`src/rtl/boreal_dma_pkg.sv`:
```
// Shared definitions for the DMA tile mover: FSM encoding, job modes and
// the width of the per-port retry counters.
package boreal_dma_pkg;

    typedef enum logic [2:0] {
        ST_IDLE    = 3'd0,
        ST_RD_REQ  = 3'd1,
        ST_RD_WAIT = 3'd2,
        ST_WR_REQ  = 3'd3,
        ST_WR_WAIT = 3'd4,
        ST_DONE    = 3'd5
    } state_t;

    localparam logic MODE_COPY = 1'b0;
    localparam logic MODE_FILL = 1'b1;

    // Retry counters are sized for any MAX_RETRY up to 2^RETRY_W - 1.
    localparam int RETRY_W = 16;

endpackage

```
`src/rtl/boreal_dma_port_ctl.sv`:
```
// Per-port access controller: drives the one-cycle request, samples the
// acknowledge in the wait cycle and counts unacknowledged attempts.
// Handshake: sel is high for exactly the request cycle; the slave answers
// with ack in the following (wait) cycle, otherwise the attempt is retried.
module boreal_dma_port_ctl
    import boreal_dma_pkg::*;
#(
    parameter int MAX_RETRY = 255
) (
    input  logic clk,
    input  logic rst_n,
    input  logic active,     // a job is running; counter is held clear otherwise
    input  logic req,        // FSM is in this port's request state
    input  logic wait_st,    // FSM is in this port's wait state
    input  logic ack,
    output logic sel,
    output logic acked,      // access completed this cycle
    output logic retry_exp   // this unacknowledged attempt exhausts the budget
);

    logic [RETRY_W-1:0] retry_cnt;

    assign sel       = req;
    assign acked     = wait_st & ack;
    assign retry_exp = wait_st & ~ack & ((32'(retry_cnt) + 32'd1) >= 32'(MAX_RETRY));

    // Count failed attempts of the current access; any ack starts afresh.
    always_ff @(posedge clk or negedge rst_n) begin
        if (!rst_n) begin
            retry_cnt <= '0;
        end else if (!active || acked) begin
            retry_cnt <= '0;
        end else if (wait_st) begin
            retry_cnt <= retry_cnt + RETRY_W'(1);
        end
    end

endmodule

```
`src/rtl/boreal_dma_tile_mover.sv`:
```
// DMA tile mover: copies a block of words from the source port to the
// destination port, or fills the destination with a constant. One access
// is outstanding at a time and the two ports are never active together.
module boreal_dma_tile_mover
    import boreal_dma_pkg::*;
#(
    parameter int DEPTH_LOG = 10,
    parameter int MAX_RETRY = 255
) (
    input  logic                 clk,
    input  logic                 rst_n,
    input  logic                 start,
    input  logic                 abort,
    input  logic                 mode,
    input  logic [DEPTH_LOG-1:0] src_addr,
    input  logic [DEPTH_LOG-1:0] dst_addr,
    input  logic [DEPTH_LOG:0]   len,
    input  logic [31:0]          fill_data,
    output logic                 src_sel,
    output logic                 src_wr,
    output logic [DEPTH_LOG-1:0] src_addr_o,
    output logic [31:0]          src_wdata,
    input  logic [31:0]          src_rdata,
    input  logic                 src_ack,
    output logic                 dst_sel,
    output logic                 dst_wr,
    output logic [DEPTH_LOG-1:0] dst_addr_o,
    output logic [31:0]          dst_wdata,
    input  logic [31:0]          dst_rdata,
    input  logic                 dst_ack,
    output logic                 busy,
    output logic                 done,
    output logic                 err,
    output logic [DEPTH_LOG:0]   words_done,
    output logic [2:0]           state_dbg
);

    state_t               state_q, state_d;
    logic                 mode_q;
    logic [DEPTH_LOG-1:0] src_q, dst_q;
    logic [DEPTH_LOG:0]   len_q, index_q;
    logic [31:0]          fill_q, data_q;
    logic                 err_q;
    logic                 src_acked, src_exp, dst_acked, dst_exp;
    logic                 last_word;
    logic                 unused_dst_rdata;

    // Destination read data carries nothing for a write-only port.
    assign unused_dst_rdata = ^dst_rdata;

    assign busy      = (state_q != ST_IDLE) && (state_q != ST_DONE);
    assign done      = (state_q == ST_DONE);
    assign err       = err_q;
    assign words_done = index_q;
    assign state_dbg = state_q;
    assign last_word = ((index_q + (DEPTH_LOG+1)'(1)) == len_q);

    // Addresses wrap naturally in DEPTH_LOG bits; outputs idle at zero.
    assign src_wr     = 1'b0;
    assign src_wdata  = '0;
    assign src_addr_o = src_sel ? (src_q + index_q[DEPTH_LOG-1:0]) : '0;
    assign dst_wr     = dst_sel;
    assign dst_addr_o = dst_sel ? (dst_q + index_q[DEPTH_LOG-1:0]) : '0;
    assign dst_wdata  = dst_sel ? ((mode_q == MODE_FILL) ? fill_q : data_q) : '0;

    boreal_dma_port_ctl #(.MAX_RETRY(MAX_RETRY)) u_src_ctl (
        .clk       (clk),
        .rst_n     (rst_n),
        .active    (busy),
        .req       (state_q == ST_RD_REQ),
        .wait_st   (state_q == ST_RD_WAIT),
        .ack       (src_ack),
        .sel       (src_sel),
        .acked     (src_acked),
        .retry_exp (src_exp)
    );

    boreal_dma_port_ctl #(.MAX_RETRY(MAX_RETRY)) u_dst_ctl (
        .clk       (clk),
        .rst_n     (rst_n),
        .active    (busy),
        .req       (state_q == ST_WR_REQ),
        .wait_st   (state_q == ST_WR_WAIT),
        .ack       (dst_ack),
        .sel       (dst_sel),
        .acked     (dst_acked),
        .retry_exp (dst_exp)
    );

    // State register.
    always_ff @(posedge clk or negedge rst_n) begin
        if (!rst_n) state_q <= ST_IDLE;
        else        state_q <= state_d;
    end

    // Next-state logic; abort overrides every transition of an active job.
    always_comb begin
        state_d = state_q;
        case (state_q)
            ST_IDLE: begin
                if (start) begin
                    if (len == '0)              state_d = ST_DONE;
                    else if (mode == MODE_FILL) state_d = ST_WR_REQ;
                    else                        state_d = ST_RD_REQ;
                end
            end
            ST_RD_REQ:  state_d = ST_RD_WAIT;
            ST_RD_WAIT: begin
                if (src_acked)    state_d = ST_WR_REQ;
                else if (src_exp) state_d = ST_DONE;
                else              state_d = ST_RD_REQ;
            end
            ST_WR_REQ:  state_d = ST_WR_WAIT;
            ST_WR_WAIT: begin
                if (dst_acked) begin
                    if (last_word)              state_d = ST_DONE;
                    else if (mode_q == MODE_FILL) state_d = ST_WR_REQ;
                    else                        state_d = ST_RD_REQ;
                end else if (dst_exp) begin
                    state_d = ST_DONE;
                end else begin
                    state_d = ST_WR_REQ;
                end
            end
            ST_DONE: state_d = ST_IDLE;
            default: state_d = ST_IDLE;
        endcase
        if (busy && abort) state_d = ST_DONE;
    end

    // Job registers: latch config on start, capture read data, count words,
    // and record failure. An aborted cycle discards any ack it carries.
    always_ff @(posedge clk or negedge rst_n) begin
        if (!rst_n) begin
            mode_q  <= MODE_COPY;
            src_q   <= '0;
            dst_q   <= '0;
            len_q   <= '0;
            fill_q  <= '0;
            data_q  <= '0;
            index_q <= '0;
            err_q   <= 1'b0;
        end else begin
            if (state_q == ST_IDLE && start) begin
                mode_q  <= mode;
                src_q   <= src_addr;
                dst_q   <= dst_addr;
                len_q   <= len;
                fill_q  <= fill_data;
                index_q <= '0;
                err_q   <= 1'b0;
            end
            if (busy && abort) begin
                err_q <= 1'b1;
            end else begin
                if (src_acked)          data_q  <= src_rdata;
                if (dst_acked)          index_q <= index_q + (DEPTH_LOG+1)'(1);
                if (src_exp || dst_exp) err_q   <= 1'b1;
            end
        end
    end

endmodule

```
`config.mk`:
```
export PLATFORM = sky130hd
export DESIGN_NAME = boreal_dma_tile_mover
export DESIGN_NICKNAME = d
export VERILOG_FILES = /design/src/rtl/boreal_dma_pkg.sv /design/src/rtl/boreal_dma_port_ctl.sv /design/src/rtl/boreal_dma_tile_mover.sv
export SDC_FILE = /design/constraint.sdc
export NUM_CORES = 1
export LEC_CHECK = 0
export CAP_MARGIN = 5
export CORE_MARGIN = 5
export CORE_UTILIZATION = 49
export CTS_CLUSTER_SIZE = 8
export DETAILED_ROUTE_END_ITERATION = 6
export PLACE_DENSITY_LB_ADDON = 0.25
export SLEW_MARGIN = 40
export SYNTH_ARGS = -nofsm -noshare
export SYNTH_HDL_FRONTEND = slang
export SYNTH_HIERARCHICAL = 1
export SYNTH_SLANG_ARGS = --single-unit
```
`constraint.sdc`:
```
create_clock -name clk -period 3.1 [get_ports clk]
set_input_delay 0.62 -clock clk [delete_from_list [all_inputs] [get_ports clk]]
set_output_delay 0.62 -clock clk [all_outputs]
set_load 0.01 [all_outputs]
```
# After elaboration in Yosys (flattened, before gate mapping)
# Index checks and enable logic that the tools add are counted.
# totals
ff_bits	143
output_inout_bits	105
inputBits	134
elab_cells	76
# classes
addsub	7
bitwise_logic	9
n_reduce_logical	14
n_mux	25
eq_ne	8
n_lt_le_gt_ge	2
# op_table
cell	count
$ge A32 B8 Y1 const B	2
$mux W16	4
$mux W32	2
$add A16 B1 Y17 const B	2
$mux W11	3
$add A16 B1 Y16 const B	2
$mux W3	8
$add A10 B10 Y10	2
$mux W10	2
$pmux W3 S5	1
$add A11 B1 Y11 const B	1
$eq A11 B11 Y1	1
$logic_not A11 Y1	1
$and A1 B1 Y1	6
$eq A3 B2 Y1 const B	2
$eq A3 B3 Y1 const B	2
$ne A3 B3 Y1 const B	2
$reduce_bool A3 Y1	2
$mux W2	2
$reduce_bool A2 Y1	2
$eq A3 B1 Y1 const B	1
$logic_and A1 B1 Y1	3
$logic_not A3 Y1	1
$logic_or A1 B1 Y1	3
other kinds (4)	8

# Logic depth before layout (Yosys ltp)
# logic_depth
word_depth	7
depth_mapped	12
ltp_nobuf	12

# Modules after synthesis
# Netlist, hierarchy kept.
# by_module_without_submodules
mod	n_inst	area_per_inst_um2	seq_area_each_um2	cells_per_inst
boreal_dma_tile_mover	1	6459.9	2777.7	714
boreal_dma_port_ctl	2	1092.3	400.4	131

# Worst setup path before layout
# Ideal clock, no wire load.
# synth_timing
path_type	register to output
from	register index_q[0] (netlist: words_done[0])
to	output port dst_addr_o[8]
n_path_buf	0
stages_incl_launch_ff	9
arrival_ns	2.309
required_time_ns	2.480
path_slack_ns	0.171
cell_sequence	dfrtp_1 ha_1 fa_1 a21o_1 a21oi_1 o21bai_1 a2111oi_2 nor3_1 and3b_1
# synth_via
elab_chain_cells	2
# synth_rtl
element	line_no	rtl
start: declaration	boreal_dma_tile_mover.sv:41	logic [DEPTH_LOG:0] len_q, index_q;
start signal: assignment	boreal_dma_tile_mover.sv:157	if (dst_acked) index_q <= index_q + (DEPTH_LOG+1)'(1);
$add A10 B10 Y10	boreal_dma_tile_mover.sv:63	assign dst_addr_o = dst_sel ? (dst_q + index_q[DEPTH_LOG-1:0]) : '0;
$mux W10	boreal_dma_tile_mover.sv:63	
end: declaration	boreal_dma_tile_mover.sv:27	output logic [DEPTH_LOG-1:0] dst_addr_o,
# Every way passes these cells.

# Worst setup path after layout
# Ends and elaborated chain as after synthesis.

==> metrics.txt <==
DR vias/cell 5.31; clk slew on worst S/H paths 0.06 ns; placed cell count 1357; fill cell count 1409; most frequent cells in the layout nand2_1 (244), clkdlybuf4s50_1 (159), dfrtp_1 (140), o21ai_0 (49), nor2_1 (44); standby leakage power 5.25 nW; main area contributors after synthesis dfrtp_1 (41%), nand2_1 (11%), mux2i_1 (4.2%); Synth Instances 976; drt wl/cell 16.1 um; failing checks setup timing; Syn-to-layout area delta 31.9%; Initial Utilization 50.0%; post-route cell area 11400 um2; GR met1 Demand/Resource 27.8%; IO Count 239; Avg Synthesized Cell Area 8.86 um2; minimum clock period after layout 3.29 ns; GR Util All Layers 22.2%; Combinational Power Share 38.3%; Worst Slack Setup Final -0.191 ns; Placed Area 10600 um2; Setup CP Type reg2out; Worst Tran Pin Value 0.558 ns; Die Ht 143 um; main combinational cell family by area after synthesis simple AND/OR/NAND/NOR gates; Crit. End Element primary output; clk_lat worst skew 0.41 ns; RSZ-0062 raised after global routing true; share of cells above drive strength 1 14.9%; Total Routed Length 22.5 mm; Initial DRC Count 531; Final period util 106%; die area 20400 um2; mapped cell area 8640 um2; worst endpoint required time 2.48 ns; GRT met2 Usage 36.9%; Slew headroom 62.7%; Netlist cell types 64; critical-path maximum fanout 4; Pint 5.35 mW; CP arrival 2.67 ns; status finished with violations; Hold WC Path Type in2async; Num CTS Buffers 17; DRC 0; global-route layer with the greatest usage met2; cts hold-fix bufs 0; DR pass1 iterations 5; share of power burned in registers 35.0%; clock buffer depth 2; H-Tree Depth 4; largest net degree at the start of global routing 67; port buffer count 173; switching power 2.94 mW; routed via count 7413; final hold vios 0; sequential area share after synthesis 41.4%; Clock Power Share 26.6%; CTS tree built; final setup violation count 4; die width 143 um; CP startpoint kind flip-flop; first-pass GRT wire length 36.2 mm; area fraction of the dominant cell type after synthesis 41.4%; Detail Placement HPWL 15.7 mm; number of max-cap violations 0; Core Area 17300 um2; Adder-Cell Fraction of Synth Area 3.79%; EDFF count, synth 0; nets 1318; compound-gate portion of the synthesized area 11.2%; met3 usage 6.23%; GR Overflow Total 0; hold_ws 0.149 ns; peak supply drop 0.000391 V; commonest non-fill, non-tap cell in the layout nand2_1; Net Sw Frac 35.4%; Post-Synth Simple-Gate Area 25.3%; Placer Congestion 0.884; asr flop ratio synth 100%; worst slack, placed -0.310 ns; row cnt 48; vias in the first global route 7216; Final Skew 0.00877 ns; cell accounting for the most synthesized area dfrtp_1; Antenna Cells 0; initial antenna violation count 0; DRT antenna net count 0; clk root buf clkbuf_16; Yosys warning count 6; multiplexer share of the synthesized area 8.34%; clk sinks 143; flops & latches, synth 143; Post-Synth XOR/XNOR Area 3.75%; count of pins over their slew limit 0; fmax 304 MHz; Synth Flop Type dfrtp_1; PD cells 727 nW/um2; non-filler cells, final 1397
## critical path: stages, from the launching register on
cell	delay (ns)
dfrtp_1	0.42
ha_2	0.20
fa_2	0.37
a21o_1	0.19
a21oi_2	0.17
o21bai_2	0.10
a2111oi_4	0.37
nor3_1	0.09
and3b_1	0.20
buf_2	0.13
## cell type report
type | count | area (um2) | share of cell area, %
multi-input combinational | 767 | 4790 | 42.0
timing repair buffer | 211 | 2040 | 17.9
tap | 225 | 282 | 2.47
clock inverter | 14 | 208 | 1.82
sequential | 143 | 3580 | 31.4
clock buffer | 18 | 429 | 3.76
inverter | 19 | 71.3 | 0.626
## sequential cells by signal, summed over array words and instances (netlist names)
name / cells
u_src_ctl/retry_cnt: 16
fill_q: 32
src_q: 10
dst_q: 10
words_done: 11
err: 1
mode_q: 1
data_q: 32
len_q: 11
state_dbg: 3
u_dst_ctl/retry_cnt: 16
## power by group through the flow
stage	sequential, mW	clock (mW)	combinational, mW
detailed placement	2.92	0	3.10
global route	2.99	2.34	3.54
floorplan	2.81	0	2.08
global placement	2.90	0	3.02
finish	2.90	2.21	3.18
CTS	2.90	2.26	3.14
## per-stage QoR
step	TNS, ns	total power [mW]	utilization, %
after global placement	-0.661	5.92	61.3
after floorplan	0	4.89	-
after CTS	-0.332	8.30	65.2
final	-0.476	8.29	65.9
after detailed placement	-0.846	6.02	61.3
after global routing	-1.10	8.86	65.9
## timing repair
action | CTS | global route
gates resized for setup | 51 | 34
setup buffers | 4 | 4
pin swaps | 18 | 15
endpoints found under the setup margin | 14 | 35
## cells by family after synthesis
| group | after synthesis |
|---|---|
| muxes | 68 |
| and+or+nand+nor | 451 |
| buffers and inverters | 98 |
| DFF | 143 |
| xor gates and xnor gates | 37 |
| other | 1 |
| AOI/OAI and AO/OA | 153 |
| adders and majority gates | 25 |
## worst paths after layout
check / from / to / slack, ns / cells after the start
setup / recovery: words_done[0] / dst_addr_o[8] / -0.19 / 9
hold reg to reg: fill_q[21] / fill_q[21] / 0.47 / 2
min in group clk: fill_q[21] / fill_q[21] / 0.47 / 2
hold / removal: rst_n / u_src_ctl/retry_cnt[13] / 0.15 / 1
setup reg to reg: u_src_ctl/retry_cnt[0] / state_dbg[2] / 0.65 / 11
max in group asynchronous: rst_n / words_done[1] / 2.05 / 2
## cells in the mapped netlist (4+ instances only)
library cell / instances
a21o_1: 7
a21oi_1: 23
a31oi_1: 8
and2_1: 21
and3_1: 7
and3_4: 6
and3b_1: 4
buf_2: 15
buf_4: 36
clkbuf_1: 26
dfrtp_1: 143
ha_1: 23
inv_1: 19
mux2_2: 32
mux2i_1: 36
nand2_1: 245
nand3_1: 18
nand3_2: 4
nand4_1: 14
nor2_1: 46
nor2b_1: 37
nor3_1: 18
nor4_1: 6
o21a_1: 6
o21ai_0: 54
o21ai_1: 21
o21bai_1: 4
or3_1: 5
xnor2_1: 28
xor2_1: 9
## per-layer routing
metal / up-vias / wire length, um
met5: - / 0
met4: 0 / 519
met3: 36 / 1540
met2: 215 / 11000
met1: 3540 / 9480
li1: 3622 / -
(Power assumes the default switching activity.)
